--- src/rtl/sequence_marker_pkg.sv ---
// Shared constants and state encoding for the sequence_marker block.
// The optional sequence field is enabled by defining SEQUENCE_MARKER_SEQ_EN.
package sequence_marker_pkg;

    localparam int BURST_WORDS_DEF = 8192;
    localparam int SEQ_SHIFT_DEF   = 16;
    localparam int BURST_CNT_W     = 13;
    localparam int SEQ_W           = 6;
    localparam int DATA_W          = 10;
    localparam int WORD_W          = 16;

    typedef enum logic [1:0] {
        IDLE  = 2'd0,
        ARMED = 2'd1,
        BURST = 2'd2,
        GAP   = 2'd3
    } state_e;

endpackage

--- src/rtl/sequence_marker_counter.sv ---
// Word counter plus 6-bit sequence number; seq steps each time the
// SEQ_SHIFT-bit word counter wraps. Only built with SEQUENCE_MARKER_SEQ_EN.
module sequence_marker_counter
    import sequence_marker_pkg::*;
#(
    parameter int SEQ_SHIFT = SEQ_SHIFT_DEF
) (
    input  logic             clock,
    input  logic             nReset,
    input  logic             clear,
    input  logic             advance,
    output logic [SEQ_W-1:0] seq
);

    logic [SEQ_SHIFT-1:0] word_count_q, word_count_d;
    logic [SEQ_W-1:0]     seq_q, seq_d;

    // NOTE: every always_comb output gets a default first so no path can infer a latch.
    always_comb begin
        word_count_d = word_count_q;
        seq_d        = seq_q;
        if (clear) begin
            word_count_d = '0;
            seq_d        = '0;
        end else if (advance) begin
            word_count_d = word_count_q + SEQ_SHIFT'(1);
            if (word_count_d == '0) begin
                seq_d = seq_q + SEQ_W'(1);
            end
        end
    end

    // NOTE: state flops use non-blocking assignments so all registers update together at the edge.
    always_ff @(posedge clock or negedge nReset) begin
        if (!nReset) begin
            word_count_q <= '0;
            seq_q        <= '0;
        end else begin
            word_count_q <= word_count_d;
            seq_q        <= seq_d;
        end
    end

    assign seq = seq_q;

endmodule

--- src/rtl/sequence_marker.sv ---
// Marks FIFO samples for the FX3 bus and flags bursts cut short.
// Define SEQUENCE_MARKER_SEQ_EN to put the running sequence number in dataOut[15:10].
module sequence_marker
    import sequence_marker_pkg::*;
#(
    parameter int BURST_WORDS = BURST_WORDS_DEF,
    parameter int SEQ_SHIFT   = SEQ_SHIFT_DEF
) (
    input  logic              clock,
    input  logic              nReset,
    input  logic              collectData,
    input  logic              readData,
    input  logic [DATA_W-1:0] dataIn,
    output logic [WORD_W-1:0] dataOut,
    output logic              burstError
);

    localparam logic [BURST_CNT_W-1:0] BURST_LAST = BURST_CNT_W'(BURST_WORDS - 1);

    state_e                 state_q, state_d;
    logic [BURST_CNT_W-1:0] burst_count_q, burst_count_d;
    logic [WORD_W-1:0]      data_out_q, data_out_d;
    logic                   burst_error_q, burst_error_d;
    logic                   accept;
    logic [SEQ_W-1:0]       seq;

    // A word is taken whenever the FX3 samples while capture is live and not idle.
    assign accept = collectData && readData && (state_q != IDLE);

`ifdef SEQUENCE_MARKER_SEQ_EN
    logic clear_seq;
    assign clear_seq = !collectData || (state_q == IDLE);

    sequence_marker_counter #(
        .SEQ_SHIFT (SEQ_SHIFT)
    ) u_counter (
        .clock   (clock),
        .nReset  (nReset),
        .clear   (clear_seq),
        .advance (accept),
        .seq     (seq)
    );
`else
    // SEQ_SHIFT only sizes the counter, which this build leaves out.
    if (SEQ_SHIFT >= 0) begin : g_no_seq
        assign seq = '0;
    end
`endif

    always_comb begin
        state_d       = state_q;
        burst_count_d = burst_count_q;
        data_out_d    = data_out_q;
        burst_error_d = burst_error_q;

        if (accept) begin
            data_out_d    = {seq, dataIn};
            burst_count_d = (burst_count_q == BURST_LAST) ? '0
                                                          : burst_count_q + BURST_CNT_W'(1);
        end

        if (!collectData) begin
            state_d       = IDLE;
            burst_count_d = '0;
        end else begin
            case (state_q)
                IDLE: begin
                    state_d       = ARMED;
                    burst_count_d = '0;
                    burst_error_d = 1'b0;
                end
                ARMED: if (readData) state_d = BURST;
                BURST: begin
                    if (!readData) begin
                        state_d = GAP;
                        if (burst_count_q != '0) begin
                            burst_error_d = 1'b1;
                            burst_count_d = '0;
                        end
                    end
                end
                GAP:     if (readData) state_d = BURST;
                default: state_d = IDLE;
            endcase
        end
    end

    always_ff @(posedge clock or negedge nReset) begin
        if (!nReset) begin
            state_q       <= IDLE;
            burst_count_q <= '0;
            data_out_q    <= '0;
            burst_error_q <= 1'b0;
        end else begin
            state_q       <= state_d;
            burst_count_q <= burst_count_d;
            data_out_q    <= data_out_d;
            burst_error_q <= burst_error_d;
        end
    end

    assign dataOut    = data_out_q;
    assign burstError = burst_error_q;

endmodule

--- config.mk ---
export PLATFORM = sky130hd
export DESIGN_NAME = sequence_marker
export DESIGN_NICKNAME = d
export VERILOG_FILES = /design/src/rtl/sequence_marker_pkg.sv /design/src/rtl/sequence_marker_counter.sv /design/src/rtl/sequence_marker.sv
export SDC_FILE = /design/constraint.sdc
export NUM_CORES = 1
export LEC_CHECK = 0
export CORE_MARGIN = 4
export CORE_UTILIZATION = 48
export DETAILED_ROUTE_END_ITERATION = 6
export GPL_TIMING_DRIVEN = 0
export PLACE_DENSITY = 0.78
export SLEW_MARGIN = 20
export SYNTH_ARGS = -nofsm -noshare
export SYNTH_HDL_FRONTEND = slang
export SYNTH_HIERARCHICAL = 1
export SYNTH_SLANG_ARGS = --single-unit
export TNS_END_PERCENT = 5
--- constraint.sdc ---
create_clock -name clock -period 2.3 [get_ports clock]
set_input_delay 0.575 -clock clock [delete_from_list [all_inputs] [get_ports clock]]
set_output_delay 0.575 -clock clock [all_outputs]
set_load 0.01 [all_outputs]
## Word-level counts from Yosys, hierarchy flattened

Cells that the tools add are included.
Widths: inputs -> output; s select.

| storage, ports and cells | value |
|---|---|
| output and inout port bits | 17 |
| register bits after elaboration | 26 |

| cells by class | value |
|---|---|
| equal/unequal tests | 8 |
| reduce and logical (&&, ||, !) cells | 9 |
| mux-type cells | 13 |
| add/sub/neg operators | 1 |

Operators by type and width:

| kind | count |
|---|---|
| $mux 13 | 5 |
| $pmux 13 s2 | 1 |
| $add 13x1->13 const B | 1 |
| $eq 13x13->1 const B | 1 |
| $reduce_bool 13->1 | 1 |
| $mux 2 | 3 |
| $pmux 2 s3 | 1 |
| $eq 2x2->1 const B | 2 |
| $ne 2x2->1 const B | 2 |
| $reduce_and 4->1 | 1 |
| $reduce_bool 2->1 | 2 |
| $ne 3x2->1 const B | 1 |
| $ne 3x3->1 const B | 1 |
| $eq 2x1->1 const B | 1 |
| $logic_and 1x1->1 | 2 |
| $logic_not 2->1 | 1 |
| $mux 1 | 2 |
| $pmux 1 s2 | 1 |
| $reduce_and 2->1 | 1 |
| $reduce_or 2->1 | 1 |

## Logic depth before layout (Yosys ltp)

| logic depth | value |
|---|---|
| depth in word-level cells | 7 |
| mapped depth | 7 |
| depth with buffers taken out | 6 |

## Least setup slack after synthesis

No wires, ideal clock.

| timing | value |
|---|---|
| path type | input -> register |
| start | input port readData |
| end | register burst_count_q[12] |
| data arrival time | 1603 ps |
| cell stages on the path | 4 |
| required time | 2157 ps |
| slack | 555 ps |
| library setup time | 143 ps |
| path through | o21ai_2 -> or4_4 -> nor2_1 -> a211oi_1 |

| between the ends | value |
|---|---|
| longest elaborated chain between the ends | 7 |

RTL lines:

| element | RTL line | source |
|---|---|---|
| start: declaration | sequence_marker.sv:12 | `input logic readData,` |
| $logic_and 1x1->1 (2 in a row) | sequence_marker.sv:28 | `assign accept = collectData && readData && (state_q != IDLE);` |
| $mux 13 | sequence_marker.sv:56 | `if (accept) begin` |
| $mux 13 | sequence_marker.sv:76 | `if (burst_count_q != '0) begin` |
| $mux 13 | sequence_marker.sv:74 | `if (!readData) begin` |
| $pmux 13 s2 (*) | sequence_marker.sv:66 | `case (state_q)` |
| $mux 13 (*) | sequence_marker.sv:62 | `if (!collectData) begin` |
| via burst_count_d[12] | sequence_marker.sv:21 | `logic [BURST_CNT_W-1:0] burst_count_q, burst_count_d;` |
| end signal: assignment | sequence_marker.sv:96 | `burst_count_q <= burst_count_d;` |
| end: declaration | sequence_marker.sv:21 |  |

Mark *: on every way through the listed nets, which the timed path passes. The rest lies on a longest branch.
A chain may end at the register's enable or synchronous reset.

## Worst setup path in the final report

| timing | value |
|---|---|
| start | input port readData |
| end | register burst_count_q[3] |

Same word-level chain as after synthesis.

==> flow_metrics.tcl <==
set metrics [dict create \
    finalCritPeriodShare_pct 88.3 \
    cts_hold_buffers 0 \
    end_kind "flop" \
    critPathKind "in -> reg" \
    placed_area_um2 1560 \
    clkSlewWorstSetupHoldPaths_ps 150 \
    die_y_um 59.4 \
    cts_tree "yes" \
    mappedNetlistArea_um2 1270 \
    antenna_left 0 \
    drtIter0Drc 17 \
    drt-total-wl_um 2400 \
    arrival_ps 2240 \
    grt_max_degree 27 \
    ys_warn_count 6 \
    stdcell_area_um2 1610 \
    post_cts_resized 0 \
    drc 0 \
    synth_seq_cells 26 \
    crit_path_start_kind "input pin" \
    antenna_cells 0 \
    worst_pin_slew_ps 556 \
    ctsRootBufferMaster "clkbuf_4" \
    synthFlopType "dfrtp_1" \
    synthDistinctLibCells 32 \
    outcome "completed" \
    p_seq_share_pct 49.1 \
    ir_drop_mv 0.559 \
    final_nets 164 \
    core_um2 2500 \
    setup_slack_ps 268 \
    clk_latency_ps 330 \
    intPower_w 0.000830 \
    fp.dieW_um 59.4 \
    numCtsBuffers 3 \
    slew_violations 0 \
    gp_congestion 0.805 \
    switchingPower_w 0.000255 \
    seq_area_frac_synth_pct 51.3 \
    grt.total_usage_pct 15.9 \
    power.density_nw_per_um2 672 \
    start_util_pct 50.7 \
    via_per_inst 5.20 \
    setup_violations 0 \
    synthCells 114 \
    min_period_ps 2030 \
    comb_power_share_pct 21.9 \
    antenna_found_initial 0 \
    crit_required_ps 2510 \
    swShare_pct 23.5 \
    rsz0062_at_grt "no" \
    grt_pass1_vias 939 \
    slew_headroom_pct 62.8 \
    fin_tns_setup_ps 0 \
    dieArea_um2 3530 \
    hold_path_class "in -> async" \
    areaGrowthSynthToFinish_pct 27.3 \
    pwr-share-clk_pct 29.0 \
    worst-path-max-fanout 8 \
    dpl.hpwl_um 1800 \
    drv_cap 0 \
    cts.path.max_buffers 2 \
    p_leak_nw 0.662 \
    drive_gt1_share_pct 20.4 \
    dr.pass1.iters 4 \
    grt_overflow 0 \
    io_pins 31 \
    io_buffers 24 \
    report.final.hold_viol_count 0 \
    max_freq_mhz 492 \
    clock-sinks 26 \
    htreeDepth 1 \
    row_count 18 \
    wl_per_cell_um 13.6 \
    cts_setup_buffers 0 \
    fin_skew_ps 9.19 \
    post-place-ws_ps -266 \
    synth_edf_count 0 \
    avgSynthCellArea_um2 11.1 \
    dr_total_vias 921 \
    grt_pass1_wl_um 4130 \
    synthArstFlopShare_pct 100 \
]
## registers in the layout, summed over array words and instances (netlist names)
signal         count
burst_count_q     13
dataOut           10
state_q            2
burstError         1
## cells in the mapped netlist, drive strengths merged, types with 2 or more instances
cell,n,area (um2)
a21oi,2,13.8
and4,2,17.5
buf,8,55.1
dfrtp,26,651
ha,2,25.0
inv,6,22.5
mux2,11,124
nand2,4,15.0
nand3,3,15.0
nand4,2,18.8
nor2,8,30.0
nor3,12,60.1
nor4,3,18.8
o21ai,3,18.8
xnor2,9,78.8
## routing by layer
layer / share of wire (%) / GRT usage [%]
met3: 3.8 / 2.61
met5: 0 / 0
met2: 50 / 27.0
met4: 1.8 / 6.80
met1: 44 / 19.9
## per-stage QoR
stage	util (%)	instances	hold WS, ps	power, W
detailed placement	62.4	173	492	0.000783
CTS	64.5	177	229	0.00109
global placement	62.6	173	489	0.000776
finish	64.6	177	211	0.00109
global route	64.6	177	250	0.00114
floorplan	-	119	279	0.000642
## worst max-delay path, stage by stage
cell	delay, ps
clkdlybuf4s50_1	530
o21ai_2	140
or4_4	570
nor2_2	320
nor3_1	100
## logic make-up after synthesis
| family | after synthesis | share of synthesized area [%] |
|---|---|---|
| AO/OA/AOI/OAI | 9 | 5.04 |
| XOR/XNOR | 10 | 6.91 |
| adder cells (fa/ha/maj) | 2 | 1.97 |
| buffers and inverters | 14 | 6.12 |
| flip-flops | 26 | 51.3 |
| multiplexers | 12 | 10.6 |
| other | 1 | 0.296 |
| AND/OR/NAND/NOR | 40 | 17.8 |
## cells in the final DEF, fill, tap and decap left out, types with 2 or more instances in the layout
cell type	n
and4_1	2
buf_2	3
buf_4	6
clkbuf_4	3
clkdlybuf4s50_1	23
conb_1	6
dfrtp_1	26
ha_1	2
inv_1	6
mux2_2	11
nand2_1	4
nand3_1	3
nor2_1	7
nor3_1	12
nor4_1	3
o21ai_0	2
xnor2_1	9
## worst paths after layout
path                                        from               end  slack [ps]  cells past startpoint
max in group asynchronous                 nReset  burst_count_q[9]        1720                      1
worst min register to register        dataOut[8]        dataOut[8]         520                      1
worst min-delay path                      nReset  burst_count_q[0]         210                      1
min in group clock                    dataOut[8]        dataOut[8]         520                      1
worst max-delay path                    readData  burst_count_q[3]         270                      5
worst max register to register  burst_count_q[0]  burst_count_q[3]         420                      7
## layout make-up
cell class / count / area, um2
clock inverter: 1 / 30.0
sequential: 26 / 651
multi-input combinational: 79 / 561
timing repair buffer: 24 / 235
tap: 30 / 37.5
buffer: 8 / 55.1
clock buffer: 3 / 22.5
fill: 195 / 886
inverter: 6 / 22.5
## power by group through the flow
stage	registers (W)	logic, W	clock network [W]
global placement	0.000538	0.000238	0
detailed placement	0.000543	0.000240	0
floorplan	0.000562	0.0000801	0
global route	0.000539	0.000260	0.000341
finish	0.000533	0.000238	0.000314
CTS	0.000533	0.000241	0.000319
(Power assumes the default switching activity.)
